<file path="src/rtl/audio_playback_scheduler_pkg.sv">
// Shared definitions for the audio playback scheduler.
// Holds the ROM address map (BGM loop range and SFX clip ranges), the
// scheduler state encoding and a helper that picks one clip address out of
// a packed clip address table.
package audio_playback_scheduler_pkg;

  localparam int ADDR_W   = 18;
  localparam int NUM_SFX  = 4;
  localparam int SFX_ID_W = $clog2(NUM_SFX);

  localparam logic [ADDR_W-1:0] BGM_START_DEF = 18'd0;
  localparam logic [ADDR_W-1:0] BGM_END_DEF   = 18'd214198;

  // Clip i sits at [i*ADDR_W +: ADDR_W]; clip 0 is the least significant slot.
  localparam logic [NUM_SFX*ADDR_W-1:0] SFX_START_DEF =
    {18'd223000, 18'd222000, 18'd221000, 18'd220000};
  localparam logic [NUM_SFX*ADDR_W-1:0] SFX_END_DEF =
    {18'd223000, 18'd222004, 18'd221003, 18'd220002};

  typedef enum logic [1:0] {
    ST_WAIT_CFG = 2'd0,
    ST_BGM      = 2'd1,
    ST_SFX      = 2'd2
  } sched_state_e;

  // Extract the address of clip idx from a packed clip address table.
  function automatic logic [ADDR_W-1:0] clip_addr(
    input logic [NUM_SFX*ADDR_W-1:0] map,
    input logic [SFX_ID_W-1:0]       idx
  );
    return map[int'(idx)*ADDR_W +: ADDR_W];
  endfunction

endpackage

</file>
<file path="src/rtl/audio_playback_scheduler_if.sv">
// Control/ROM-side bundle of the audio playback scheduler.
//   cfg_done  codec configured (level)
//   bgm_en    background music play/pause
//   sfx_req   one-cycle request pulse per SFX clip
//   rom_addr  ROM read address
//   rom_rden  ROM read enable
//   src_sfx   current address belongs to an SFX clip
//   sfx_id    active SFX index (valid with src_sfx)
//   sfx_done  one-cycle pulse after the last address of a clip
// master: the requesting side; slave: the scheduler.
interface audio_playback_scheduler_if;
  import audio_playback_scheduler_pkg::*;

  logic                cfg_done;
  logic                bgm_en;
  logic [NUM_SFX-1:0]  sfx_req;
  logic [ADDR_W-1:0]   rom_addr;
  logic                rom_rden;
  logic                src_sfx;
  logic [SFX_ID_W-1:0] sfx_id;
  logic                sfx_done;

  modport master (
    output cfg_done, bgm_en, sfx_req,
    input  rom_addr, rom_rden, src_sfx, sfx_id, sfx_done
  );

  modport slave (
    input  cfg_done, bgm_en, sfx_req,
    output rom_addr, rom_rden, src_sfx, sfx_id, sfx_done
  );

endinterface

</file>
<file path="src/rtl/audio_playback_scheduler_sfx_prio_enc.sv">
// Lowest-index-first priority encoder for SFX requests.
//   req   in  N  request vector, bit 0 = highest priority
//   valid out 1  any bit set
//   idx   out W  index of the lowest set bit (0 when none)
module sfx_prio_enc #(
  parameter int N = 4,
  parameter int W = 2
) (
  input  logic [N-1:0] req,
  output logic         valid,
  output logic [W-1:0] idx
);

  // Scan from the top down so the lowest set index is the last one written.
  always_comb begin
    valid = 1'b0;
    idx   = '0;
    for (int k = N - 1; k >= 0; k--) begin
      if (req[k]) begin
        valid = 1'b1;
        idx   = W'(k);
      end else begin
        valid = valid;
        idx   = idx;
      end
    end
  end

endmodule

</file>
<file path="src/rtl/audio_playback_scheduler.sv">
// Per-sample scheduler for the shared sample ROM: one address per sample
// frame, shared between looping background music and one-shot SFX clips.
//   DAC_LR_CLK  sample-frame clock, rising edge
//   reset       synchronous, active-low
//   bus         slave side of audio_playback_scheduler_if
// Dropping cfg_done behaves like reset and parks the scheduler in WAIT_CFG.
module audio_playback_scheduler
  import audio_playback_scheduler_pkg::*;
#(
  parameter logic [ADDR_W-1:0]         BGM_START = BGM_START_DEF,
  parameter logic [ADDR_W-1:0]         BGM_END   = BGM_END_DEF,
  parameter logic [NUM_SFX*ADDR_W-1:0] SFX_START = SFX_START_DEF,
  parameter logic [NUM_SFX*ADDR_W-1:0] SFX_END   = SFX_END_DEF
) (
  input logic                        DAC_LR_CLK,
  input logic                        reset,
  audio_playback_scheduler_if.slave  bus
);

  localparam logic [NUM_SFX-1:0] ONE_HOT0 = {{(NUM_SFX-1){1'b0}}, 1'b1};
  localparam logic [ADDR_W-1:0]  ADDR_ONE = {{(ADDR_W-1){1'b0}}, 1'b1};

  sched_state_e        state_r;
  logic [ADDR_W-1:0]   rom_addr_r;
  logic                rom_rden_r;
  logic                src_sfx_r;
  logic [SFX_ID_W-1:0] sfx_id_r;
  logic                sfx_done_r;
  logic [ADDR_W-1:0]   saved_r;
  logic                pend_v_r;
  logic [SFX_ID_W-1:0] pend_idx_r;

  logic [NUM_SFX-1:0]  pend_vec_s;
  logic [NUM_SFX-1:0]  req_vec_s;
  logic [NUM_SFX-1:0]  rem_vec_s;
  logic                win_v_s;
  logic [SFX_ID_W-1:0] win_idx_s;
  logic                rem_v_s;
  logic [SFX_ID_W-1:0] rem_idx_s;
  logic [ADDR_W-1:0]   bgm_next_s;
  logic [ADDR_W-1:0]   win_start_s;
  logic                last_s;

  // The pending clip competes with fresh requests as if it were one of them.
  always_comb begin
    if (pend_v_r) begin
      pend_vec_s = ONE_HOT0 << pend_idx_r;
    end else begin
      pend_vec_s = '0;
    end
  end

  assign req_vec_s = bus.sfx_req | pend_vec_s;

  sfx_prio_enc #(.N(NUM_SFX), .W(SFX_ID_W)) u_win (
    .req   (req_vec_s),
    .valid (win_v_s),
    .idx   (win_idx_s)
  );

  // Whatever loses this frame's arbitration becomes the next pending clip.
  assign rem_vec_s = req_vec_s & ~(ONE_HOT0 << win_idx_s);

  sfx_prio_enc #(.N(NUM_SFX), .W(SFX_ID_W)) u_rem (
    .req   (rem_vec_s),
    .valid (rem_v_s),
    .idx   (rem_idx_s)
  );

  // Next BGM position: advance with loop wrap while playing, hold while paused.
  always_comb begin
    if (!bus.bgm_en) begin
      bgm_next_s = rom_addr_r;
    end else if (rom_addr_r >= BGM_END) begin
      bgm_next_s = BGM_START;
    end else begin
      bgm_next_s = rom_addr_r + ADDR_ONE;
    end
  end

  assign win_start_s = clip_addr(SFX_START, win_idx_s);
  assign last_s      = (rom_addr_r >= clip_addr(SFX_END, sfx_id_r));

  // Scheduler FSM with registered ROM-side outputs.
  always_ff @(posedge DAC_LR_CLK) begin
    if (!reset || !bus.cfg_done) begin
      state_r    <= ST_WAIT_CFG;
      rom_addr_r <= BGM_START;
      rom_rden_r <= 1'b0;
      src_sfx_r  <= 1'b0;
      sfx_id_r   <= '0;
      sfx_done_r <= 1'b0;
      saved_r    <= BGM_START;
      pend_v_r   <= 1'b0;
      pend_idx_r <= '0;
    end else begin
      sfx_done_r <= 1'b0;
      case (state_r)
        ST_WAIT_CFG: begin
          state_r    <= ST_BGM;
          rom_addr_r <= BGM_START;
          rom_rden_r <= bus.bgm_en;
        end
        ST_BGM: begin
          if (win_v_s) begin
            saved_r    <= bgm_next_s;
            state_r    <= ST_SFX;
            rom_addr_r <= win_start_s;
            rom_rden_r <= 1'b1;
            src_sfx_r  <= 1'b1;
            sfx_id_r   <= win_idx_s;
            pend_v_r   <= rem_v_s;
            pend_idx_r <= rem_idx_s;
          end else begin
            rom_addr_r <= bgm_next_s;
            rom_rden_r <= bus.bgm_en;
          end
        end
        ST_SFX: begin
          sfx_done_r <= last_s;
          // Higher/equal priority preempts or restarts; at clip end anything waiting starts.
          if (win_v_s && ((win_idx_s <= sfx_id_r) || last_s)) begin
            rom_addr_r <= win_start_s;
            rom_rden_r <= 1'b1;
            src_sfx_r  <= 1'b1;
            sfx_id_r   <= win_idx_s;
            pend_v_r   <= rem_v_s;
            pend_idx_r <= rem_idx_s;
          end else if (last_s) begin
            state_r    <= ST_BGM;
            rom_addr_r <= saved_r;
            rom_rden_r <= bus.bgm_en;
            src_sfx_r  <= 1'b0;
            sfx_id_r   <= '0;
            pend_v_r   <= 1'b0;
            pend_idx_r <= '0;
          end else begin
            rom_addr_r <= rom_addr_r + ADDR_ONE;
            rom_rden_r <= 1'b1;
            pend_v_r   <= win_v_s;
            pend_idx_r <= win_idx_s;
          end
        end
        default: begin
          state_r    <= ST_WAIT_CFG;
          rom_addr_r <= BGM_START;
          rom_rden_r <= 1'b0;
          src_sfx_r  <= 1'b0;
          sfx_id_r   <= '0;
          saved_r    <= BGM_START;
          pend_v_r   <= 1'b0;
          pend_idx_r <= '0;
        end
      endcase
    end
  end

  assign bus.rom_addr = rom_addr_r;
  assign bus.rom_rden = rom_rden_r;
  assign bus.src_sfx  = src_sfx_r;
  assign bus.sfx_id   = sfx_id_r;
  assign bus.sfx_done = sfx_done_r;

endmodule

</file>
<file path="src/flat_wrapper.sv">
// flat-port wrapper written by rule: the top's interface ports become plain ports
module audio_playback_scheduler_flat import audio_playback_scheduler_pkg::*;
#(
  parameter logic [ADDR_W-1:0]         BGM_START = BGM_START_DEF,
  parameter logic [ADDR_W-1:0]         BGM_END   = BGM_END_DEF,
  parameter logic [NUM_SFX*ADDR_W-1:0] SFX_START = SFX_START_DEF,
  parameter logic [NUM_SFX*ADDR_W-1:0] SFX_END   = SFX_END_DEF
)
  (DAC_LR_CLK, reset, bus_cfg_done, bus_bgm_en, bus_sfx_req, bus_rom_addr, bus_rom_rden, bus_src_sfx, bus_sfx_id, bus_sfx_done);
  audio_playback_scheduler_if bus_i ();
  input logic DAC_LR_CLK;
  input logic reset;
  input wire logic [$bits(bus_i.cfg_done)-1:0] bus_cfg_done;
  input wire logic [$bits(bus_i.bgm_en)-1:0] bus_bgm_en;
  input wire logic [$bits(bus_i.sfx_req)-1:0] bus_sfx_req;
  output wire logic [$bits(bus_i.rom_addr)-1:0] bus_rom_addr;
  output wire logic [$bits(bus_i.rom_rden)-1:0] bus_rom_rden;
  output wire logic [$bits(bus_i.src_sfx)-1:0] bus_src_sfx;
  output wire logic [$bits(bus_i.sfx_id)-1:0] bus_sfx_id;
  output wire logic [$bits(bus_i.sfx_done)-1:0] bus_sfx_done;
  assign bus_i.cfg_done = bus_cfg_done;
  assign bus_i.bgm_en = bus_bgm_en;
  assign bus_i.sfx_req = bus_sfx_req;
  assign bus_rom_addr = bus_i.rom_addr;
  assign bus_rom_rden = bus_i.rom_rden;
  assign bus_src_sfx = bus_i.src_sfx;
  assign bus_sfx_id = bus_i.sfx_id;
  assign bus_sfx_done = bus_i.sfx_done;
  audio_playback_scheduler #(.BGM_START(BGM_START), .BGM_END(BGM_END), .SFX_START(SFX_START), .SFX_END(SFX_END)) u_core (.DAC_LR_CLK(DAC_LR_CLK), .reset(reset), .bus(bus_i));
endmodule
</file>
<file path="config.mk">
export PLATFORM = sky130hd
export DESIGN_NAME = audio_playback_scheduler_flat
export DESIGN_NICKNAME = d
export VERILOG_FILES = /design/src/rtl/audio_playback_scheduler_pkg.sv /design/src/rtl/audio_playback_scheduler_if.sv /design/src/rtl/audio_playback_scheduler_sfx_prio_enc.sv /design/src/rtl/audio_playback_scheduler.sv /design/src/flat_wrapper.sv
export SDC_FILE = /design/constraint.sdc
export NUM_CORES = 1
export LEC_CHECK = 0
export CAP_MARGIN = 20
export CORE_AREA = 2 2 91 93
export DETAILED_ROUTE_END_ITERATION = 10
export DIE_AREA = 0 0 93 95
export PLACE_DENSITY = 0.63
export REMOVE_ABC_BUFFERS = 1
export SYNTH_ARGS = -nofsm -noshare
export SYNTH_HDL_FRONTEND = slang
export SYNTH_SLANG_ARGS = --single-unit
export TNS_END_PERCENT = 20
</file>
<file path="constraint.sdc">
create_clock -name DAC_LR_CLK -period 4.19 [get_ports DAC_LR_CLK]
set_clock_uncertainty 0.05 [all_clocks]
set_input_delay 0.838 -clock DAC_LR_CLK [delete_from_list [all_inputs] [get_ports DAC_LR_CLK]]
set_output_delay 0.838 -clock DAC_LR_CLK [all_outputs]
set_load 0.01 [all_outputs]
</file>
==> results.py, run 1 <==
metrics = {
    "status": {
        "status": "completed",
    },
    "cts": {
        "cts.sinks": 46,
        "cts-resized-gates": 0,
        "holdBufCountCts": 0,
        "cts_inserted_buffers": 5,
        "cts-root-buf": "clkbuf_8",
        "cts_setup_buffers": 0,
        "cts_tree": "built",
        "clk_path_buf_depth": 2,
        "clock_latency_ns": 0.30,
        "path_clk_slew_ns": 0.08,
        "htree_levels": 2,
    },
    "place": {
        "place_worst_setup_slack_ns": 0.324,
        "io_buffer_count": 30,
        "gp_congestion": 0.944,
        "hpwl_mm": 7.20,
    },
    "sta": {
        "hold_viol": 0,
        "period_share_pct": 86.1,
        "max_freq_mhz": 277,
        "rsz0062_at_grt": "no",
        "period_minus_slack_ns": 3.61,
        "timing.final.ws_setup_ns": 0.583,
        "final-setup-viol-count": 0,
        "setup_tns_ns": 0,
        "max-slew-margin-rel_pct": 47.0,
        "drv_slew": 0,
        "tightest_slew_ns": 0.792,
    },
    "synth": {
        "synth_area_sq_mm": 0.00347,
        "syn_avg_cell_area_sq_um": 7.61,
        "synth_edf_count": 0,
        "syn-instance-count": 456,
        "yosysSeqAreaShare_pct": 26.6,
        "yosys_warnings": 0,
        "async_reset_ff_share_pct": 0,
        "ys.flop_type": "dfxtp_1",
        "synth-seq-cells": 46,
        "yosysUniqueCellTypes": 56,
    },
    "global_routing": {
        "grt_overflow": 0,
        "grt_usage_pct": 24.1,
        "grt_pass1_wl_mm": 16.9,
        "antenna_found_initial": 0,
        "grt_max_degree": 26,
        "grt_pass1_vias": 3208,
    },
    "floorplanning": {
        "core_sq_mm": 0.00793,
        "start_util_pct": 43.7,
        "die_x_um": 93,
        "die_y_um": 95,
        "num_rows": 33,
        "io_pins": 31,
        "die_area_sq_mm": 0.00884,
    },
    "critical_path": {
        "worstPathArrival_ns": 3.77,
        "critical_path_class": "primary input to flip-flop",
        "worstPathRequired_ns": 4.35,
        "worstSetupEndpointType": "flip-flop",
        "slowest_delay_ns": 0.53,
        "rr_startpoint": "u_core.bus.rom_addr[0]",
        "critPathLaunchType": "primary input",
        "crit_slowest_cell": "clkdlybuf4s50_1",
        "path_delay_family": "compound AO/OA/AOI/OAI gates",
        "path_cells": "clkdlybuf4s50_1, a21oi_1, nand2_1, a211o_1, ha_1, nand2_1, o21ai_0, nor2_1, o21ai_1, o32ai_1",
        "timing.critical_path.buf_inv": 1,
        "crit_path_frequent_cell": "nand2_1",
        "critPathMaxFanout": 8,
        "startpoint": "bus_sfx_req[2]",
    },
    "power": {
        "leakage_nw": 1.38,
        "peakVddDrop_v": 0.000130,
        "power.density_mw_per_mm2": 213,
    },
    "route": {
        "wirelength_mm": 10.3,
        "vias_per_cell": 6.03,
        "wl_per_cell_um": 18.0,
        "first_pass_iters": 5,
        "via_count": 3451,
        "drcViolationCount": 0,
        "drtIter0Drc": 302,
        "ant_nets": 0,
    },
    "finish": {
        "antenna_cells": 0,
        "drive_gt1_share_pct": 6.85,
        "syn2layout_area_growth_pct": 11.1,
        "fin_nets": 495,
        "n_fill_cell": 814,
    },
    "worst_hold_path": {
        "hp-class": "flip-flop to flip-flop",
        "min_from": "u_core.saved_r[14]",
    },
    "flow_run": {
        "maxCapViolCount": 0,
    },
}
routing by layer:
metal  vias up  global-route usage (%)  part of all wire (%)
met4         0                    6.50                   1.4
li1       1683                       -                     -
met1      1605                    34.1                    46
met2       150                    38.2                    46
met3        13                    3.59                   6.8
met5         -                       0                     0
final timing paths:
| kind | depth (start not counted) | endpoint | slack [ns] |
|---|---|---|---|
| max | 10 | u_core.bus.rom_addr[15] | 0.58 |
| min | 2 | u_core.saved_r[14] | 0.40 |
| max reg2reg | 9 | u_core.saved_r[2] | 1.03 |
| min reg2reg | 2 | u_core.saved_r[14] | 0.40 |
placed cells by master (no fill, tap or decap), types with 4 or more instances in the layout:
master,netlist,layout
o21ai_1,13,13
o21ai_0,36,36
a22oi_1,10,10
nand2b_1,4,4
o211ai_1,9,9
nor4_1,4,4
ha_1,20,20
a21oi_1,34,34
xor2_1,9,9
nand4_1,7,7
nor2b_1,6,6
mux2i_1,4,4
inv_1,14,14
and2_1,6,6
a31oi_1,5,5
nand2_1,56,56
mux2_2,7,7
clkdlybuf4s50_1,0,30
nor3_1,10,10
a211oi_1,5,5
o22ai_1,10,10
clkbuf_8,0,5
o21a_1,4,4
o32ai_1,4,4
nand3_1,18,18
nor2_1,34,34
xnor2_1,10,10
nor4_2,5,5
buf_4,3,6
dfxtp_1,46,46
and3_1,4,4
state kept, by name (all words and copies together), names as in the netlist:
name and count:
u_core.bus.sfx_id 2, u_core.bus.sfx_done 1, u_core.bus.rom_addr 18, u_core.bus.rom_rden 1
u_core.pend_idx_r 2, u_core.pend_v_r 1, u_core.saved_r 18, u_core.state_r 2
u_core.bus.src_sfx 1
area by class of cell:
type	count	area (sq um)	share of cell area [%]
multi-input cells	364	2330	60.4
flip-flops and latches	46	921	23.9
well taps	105	131	3.41
repair buffers	36	345	8.96
clock buffers	7	76.3	1.98
inverters	14	52.6	1.36
logic make-up (layout without fill, tap and decap cells):
logic type | count (synthesis) | count (layout) | share of synthesized area (%)
AO/OA/AOI/OAI | 146 | 146 | 26.8
XOR/XNOR | 19 | 19 | 4.80
adder cells (fa/ha/maj) | 20 | 20 | 7.22
buffers and inverters | 46 | 57 | 6.39
flip-flops | 46 | 46 | 26.6
multiplexers | 12 | 12 | 3.86
AND/OR/NAND/NOR | 167 | 167 | 24.4
cell usage after synthesis, types with 5 or more instances:
| master | number | area (sq um) |
|---|---|---|
| a22oi_1 | 10 | 75.1 |
| mux2_2 | 7 | 78.8 |
| nand3_1 | 18 | 90.1 |
| clkbuf_1 | 13 | 48.8 |
| xor2_1 | 9 | 78.8 |
| and2_1 | 6 | 37.5 |
| nor2b_1 | 6 | 37.5 |
| buf_2 | 12 | 60.1 |
| a211oi_1 | 5 | 37.5 |
| ha_1 | 20 | 250 |
| nor4_2 | 5 | 62.6 |
| xnor2_1 | 10 | 87.6 |
| dfxtp_1 | 46 | 921 |
| nand4_1 | 7 | 43.8 |
| nor2_1 | 34 | 128 |
| nand2_1 | 56 | 210 |
| o211ai_1 | 9 | 67.6 |
| a21oi_1 | 34 | 170 |
| inv_1 | 14 | 52.6 |
| o22ai_1 | 10 | 62.6 |
| a31oi_1 | 5 | 31.3 |
| nor3_1 | 10 | 50.1 |
| o21ai_1 | 13 | 65.1 |
| o21ai_0 | 36 | 180 |
through the flow:
step	cell area [sq um]	instances	utilization (%)	total power [mW]	hold slack [ns]
6_report	3850	572	48.6	0.822	0.402
5_1_grt	3850	572	48.6	0.851	0.418
4_1_cts	3850	572	48.6	0.824	0.402
3_5_place_dp	3780	565	47.6	0.559	0.389
3_3_place_gp	3780	565	47.6	0.558	0.387
2_1_floorplan	3300	424	-	0.516	0.371
report_power, final:
| group | switching (mW) | internal [mW] |
|---|---|---|
| clock | 0.156 | 0.115 |
| sequential | 0.00571 | 0.440 |
| combinational | 0.0688 | 0.0370 |
worst register-to-register path, stage by stage, from the launching register on:
cell and delay, ns:
dfxtp_1 0.51, inv_1 0.13, ha_1 0.22, o21ai_1 0.17, a21oi_1 0.13, o41ai_4 0.33
a31oi_4 0.38, nor2_1 0.73, a22oi_1 0.26, o21ai_1 0.18
No activity file was read; power rests on OpenSTA's default activity.
==> run 2, diff against run 1 <==
--- a/config.mk
+++ b/config.mk
@@ -5,11 +5,12 @@
 export SDC_FILE = /design/constraint.sdc
 export NUM_CORES = 1
 export LEC_CHECK = 0
+export ABC_AREA = 1
 export CAP_MARGIN = 20
-export CORE_AREA = 2 2 91 93
+export CORE_AREA = 2 2 92 94
 export DETAILED_ROUTE_END_ITERATION = 10
-export DIE_AREA = 0 0 93 95
-export PLACE_DENSITY = 0.63
+export DIE_AREA = 0 0 94 96
+export PLACE_DENSITY = 0.62
 export REMOVE_ABC_BUFFERS = 1
 export SYNTH_ARGS = -nofsm -noshare
 export SYNTH_HDL_FRONTEND = slang
==> results.py, run 2 <==
metrics = {
    "power": {
        "p_clk_share_pct": 41.9,
        "p_seq_share_pct": 44.4,
        "power_mw": 1.00,
        "intPower_mw": 0.738,
        "peakVddDrop_v": 0.000155,
        "p_sw_share_pct": 26.6,
        "p_sw_mw": 0.267,
        "power.density_mw_per_mm2": 252,
        "comb_power_share_pct": 13.7,
        "leakage_nw": 1.61,
    },
    "global_routing": {
        "grt_overflow": 0,
        "grt_max_degree": 29,
        "grt_pass1_vias": 3267,
        "antenna_found_initial": 0,
        "grt_usage_pct": 23.1,
        "grt_pass1_wl_mm": 16.3,
    },
    "synth": {
        "synth.most_common_cell": "nand2_1",
        "yosysUniqueCellTypes": 38,
        "synth_area_sq_mm": 0.00349,
        "synth_common_cells": "nand2_1 (173), a21oi_1 (58), inv_1 (49)",
        "async_reset_ff_share_pct": 0,
        "syn-instance-count": 538,
        "yosys_warnings": 0,
        "ys.flop_type": "dfxtp_1",
        "synth_top_area_cell": "dfxtp_1",
        "syn_avg_cell_area_sq_um": 6.48,
        "synth_edf_count": 0,
        "synthTopCellsByArea": "dfxtp_1 (26%), nand2_1 (19%), a21oi_1 (8.3%)",
        "synth_top_area_share_pct": 26.4,
        "yosysSeqAreaShare_pct": 26.4,
        "synth-seq-cells": 46,
    },
    "critical_path": {
        "worstSetupEndpointType": "flip-flop",
        "path_cells": "clkdlybuf4s50_1, a31oi_2, nand2_2, nor2_1, ha_1, a21oi_1, nand4_4, nand2_4, nor2_1, nor2_1, nand2_1, a21oi_1",
        "worstPathArrival_ns": 3.27,
        "critPathMaxFanout": 17,
        "critical_path_class": "primary input to flip-flop",
        "path_delay_family": "simple AND/OR/NAND/NOR gates",
        "slowest_delay_ns": 0.41,
        "worstPathRequired_ns": 4.37,
        "crit_path_frequent_cell": "nor2_1",
        "critPathLaunchType": "primary input",
        "r2r_setup_slack_ns": 1.36,
        "crit_slowest_cell": "clkdlybuf4s50_1",
        "timing.critical_path.buf_inv": 1,
    },
    "sta": {
        "setup_tns_ns": 0,
        "timing.final.ws_setup_ns": 1.10,
        "period_share_pct": 73.8,
        "max_freq_mhz": 324,
        "drv_slew": 0,
        "final-setup-viol-count": 0,
        "rsz0062_at_grt": "no",
        "period_minus_slack_ns": 3.09,
        "tightest_slew_ns": 0.600,
        "whs_ns": 0.421,
        "max-slew-margin-rel_pct": 59.8,
        "hold_viol": 0,
    },
    "cts": {
        "cts_setup_buffers": 0,
        "cts_inserted_buffers": 5,
        "htree_levels": 2,
        "cts-resized-gates": 0,
        "clk_path_buf_depth": 2,
        "cts.sinks": 46,
        "holdBufCountCts": 0,
        "cts_tree": "built",
        "cts-root-buf": "clkbuf_8",
        "path_clk_slew_ns": 0.10,
        "clock_latency_ns": 0.32,
    },
    "floorplanning": {
        "core_sq_mm": 0.00805,
        "start_util_pct": 43.3,
        "die_x_um": 94,
        "die_area_sq_mm": 0.00902,
        "num_rows": 33,
        "io_pins": 31,
        "die_y_um": 96,
    },
    "finish": {
        "final_cell_area_sq_mm": 0.00398,
        "utilization_pct": 49.4,
        "final_cell_mix": "nand2_1 (173), a21oi_1 (58), inv_1 (49)",
        "fin_nets": 590,
        "antenna_cells": 0,
        "n_fill_cell": 842,
        "fin_cells": 668,
        "final_common_cell": "nand2_1",
        "drive_gt1_share_pct": 10.1,
        "syn2layout_area_growth_pct": 14.2,
    },
    "route": {
        "via_count": 3588,
        "first_pass_iters": 5,
        "ant_nets": 0,
        "drcViolationCount": 0,
        "wl_per_cell_um": 15.1,
        "vias_per_cell": 5.37,
        "wirelength_mm": 10.1,
        "drtIter0Drc": 293,
    },
    "place": {
        "place_inst": 660,
        "hpwl_mm": 7.34,
        "place_worst_setup_slack_ns": 0.795,
        "io_buffer_count": 30,
        "placed_area_sq_mm": 0.00384,
        "gp_congestion": 0.901,
    },
    "status": {
        "status": "completed",
    },
    "flow_run": {
        "maxCapViolCount": 0,
    },
    "worst_hold_path": {
        "hp-class": "flip-flop to flip-flop",
    },
}
[run 2: worst min-delay path: stages, from the launching register on]
cell and delay, ns:
dfxtp_1 0.32, nand2_1 0.06, a21oi_1 0.05
[run 2: routing by layer]
layer | global-route usage [%] | vias up | wire length (um)
li1 | - | 1798 | -
met1 | 31.8 | 1655 | 4670
met2 | 37.3 | 122 | 4570
met3 | 3.05 | 13 | 645
met4 | 7.73 | 0 | 170
met5 | 0 | - | 0
[run 2: cell families after synthesis]
kind of cell             after synthesis  share of synthesized area [%]
AND/OR/NAND/NOR                      292                           39.1
AO/OA/AOI/OAI                         93                           15.1
adder cells (fa/ha/maj)               20                           7.18
XOR/XNOR                              12                           3.02
buffers and inverters                 75                           9.15
flip-flops                            46                           26.4
[run 2: power by group through the flow]
stage               registers, mW  logic (mW)  clock network, mW
floorplan                   0.456      0.0896                  0
global placement            0.456       0.135                  0
detailed placement          0.456       0.136                  0
CTS                         0.446       0.136              0.426
global route                0.447       0.150              0.444
finish                      0.446       0.137              0.421
[run 2: layout make-up]
type	count	area (sq um)	area share, %
Clock buffer	6	82.6	2.07
Clock inverter	2	60.1	1.51
Inverter	60	225	5.66
Multi-Input combinational cell	417	2250	56.4
Sequential cell	46	921	23.1
Tap cell	105	131	3.30
Timing Repair Buffer	32	315	7.92
[run 2: final timing paths]
kind,cells after the start,start,to
setup / recovery,12,bus_sfx_req[1],u_core.bus.rom_addr[10]
hold / removal,2,u_core.saved_r[11],u_core.saved_r[11]
setup reg to reg,15,u_core.bus.sfx_id[1],u_core.bus.sfx_id[1]
hold reg to reg,2,u_core.saved_r[11],u_core.saved_r[11]
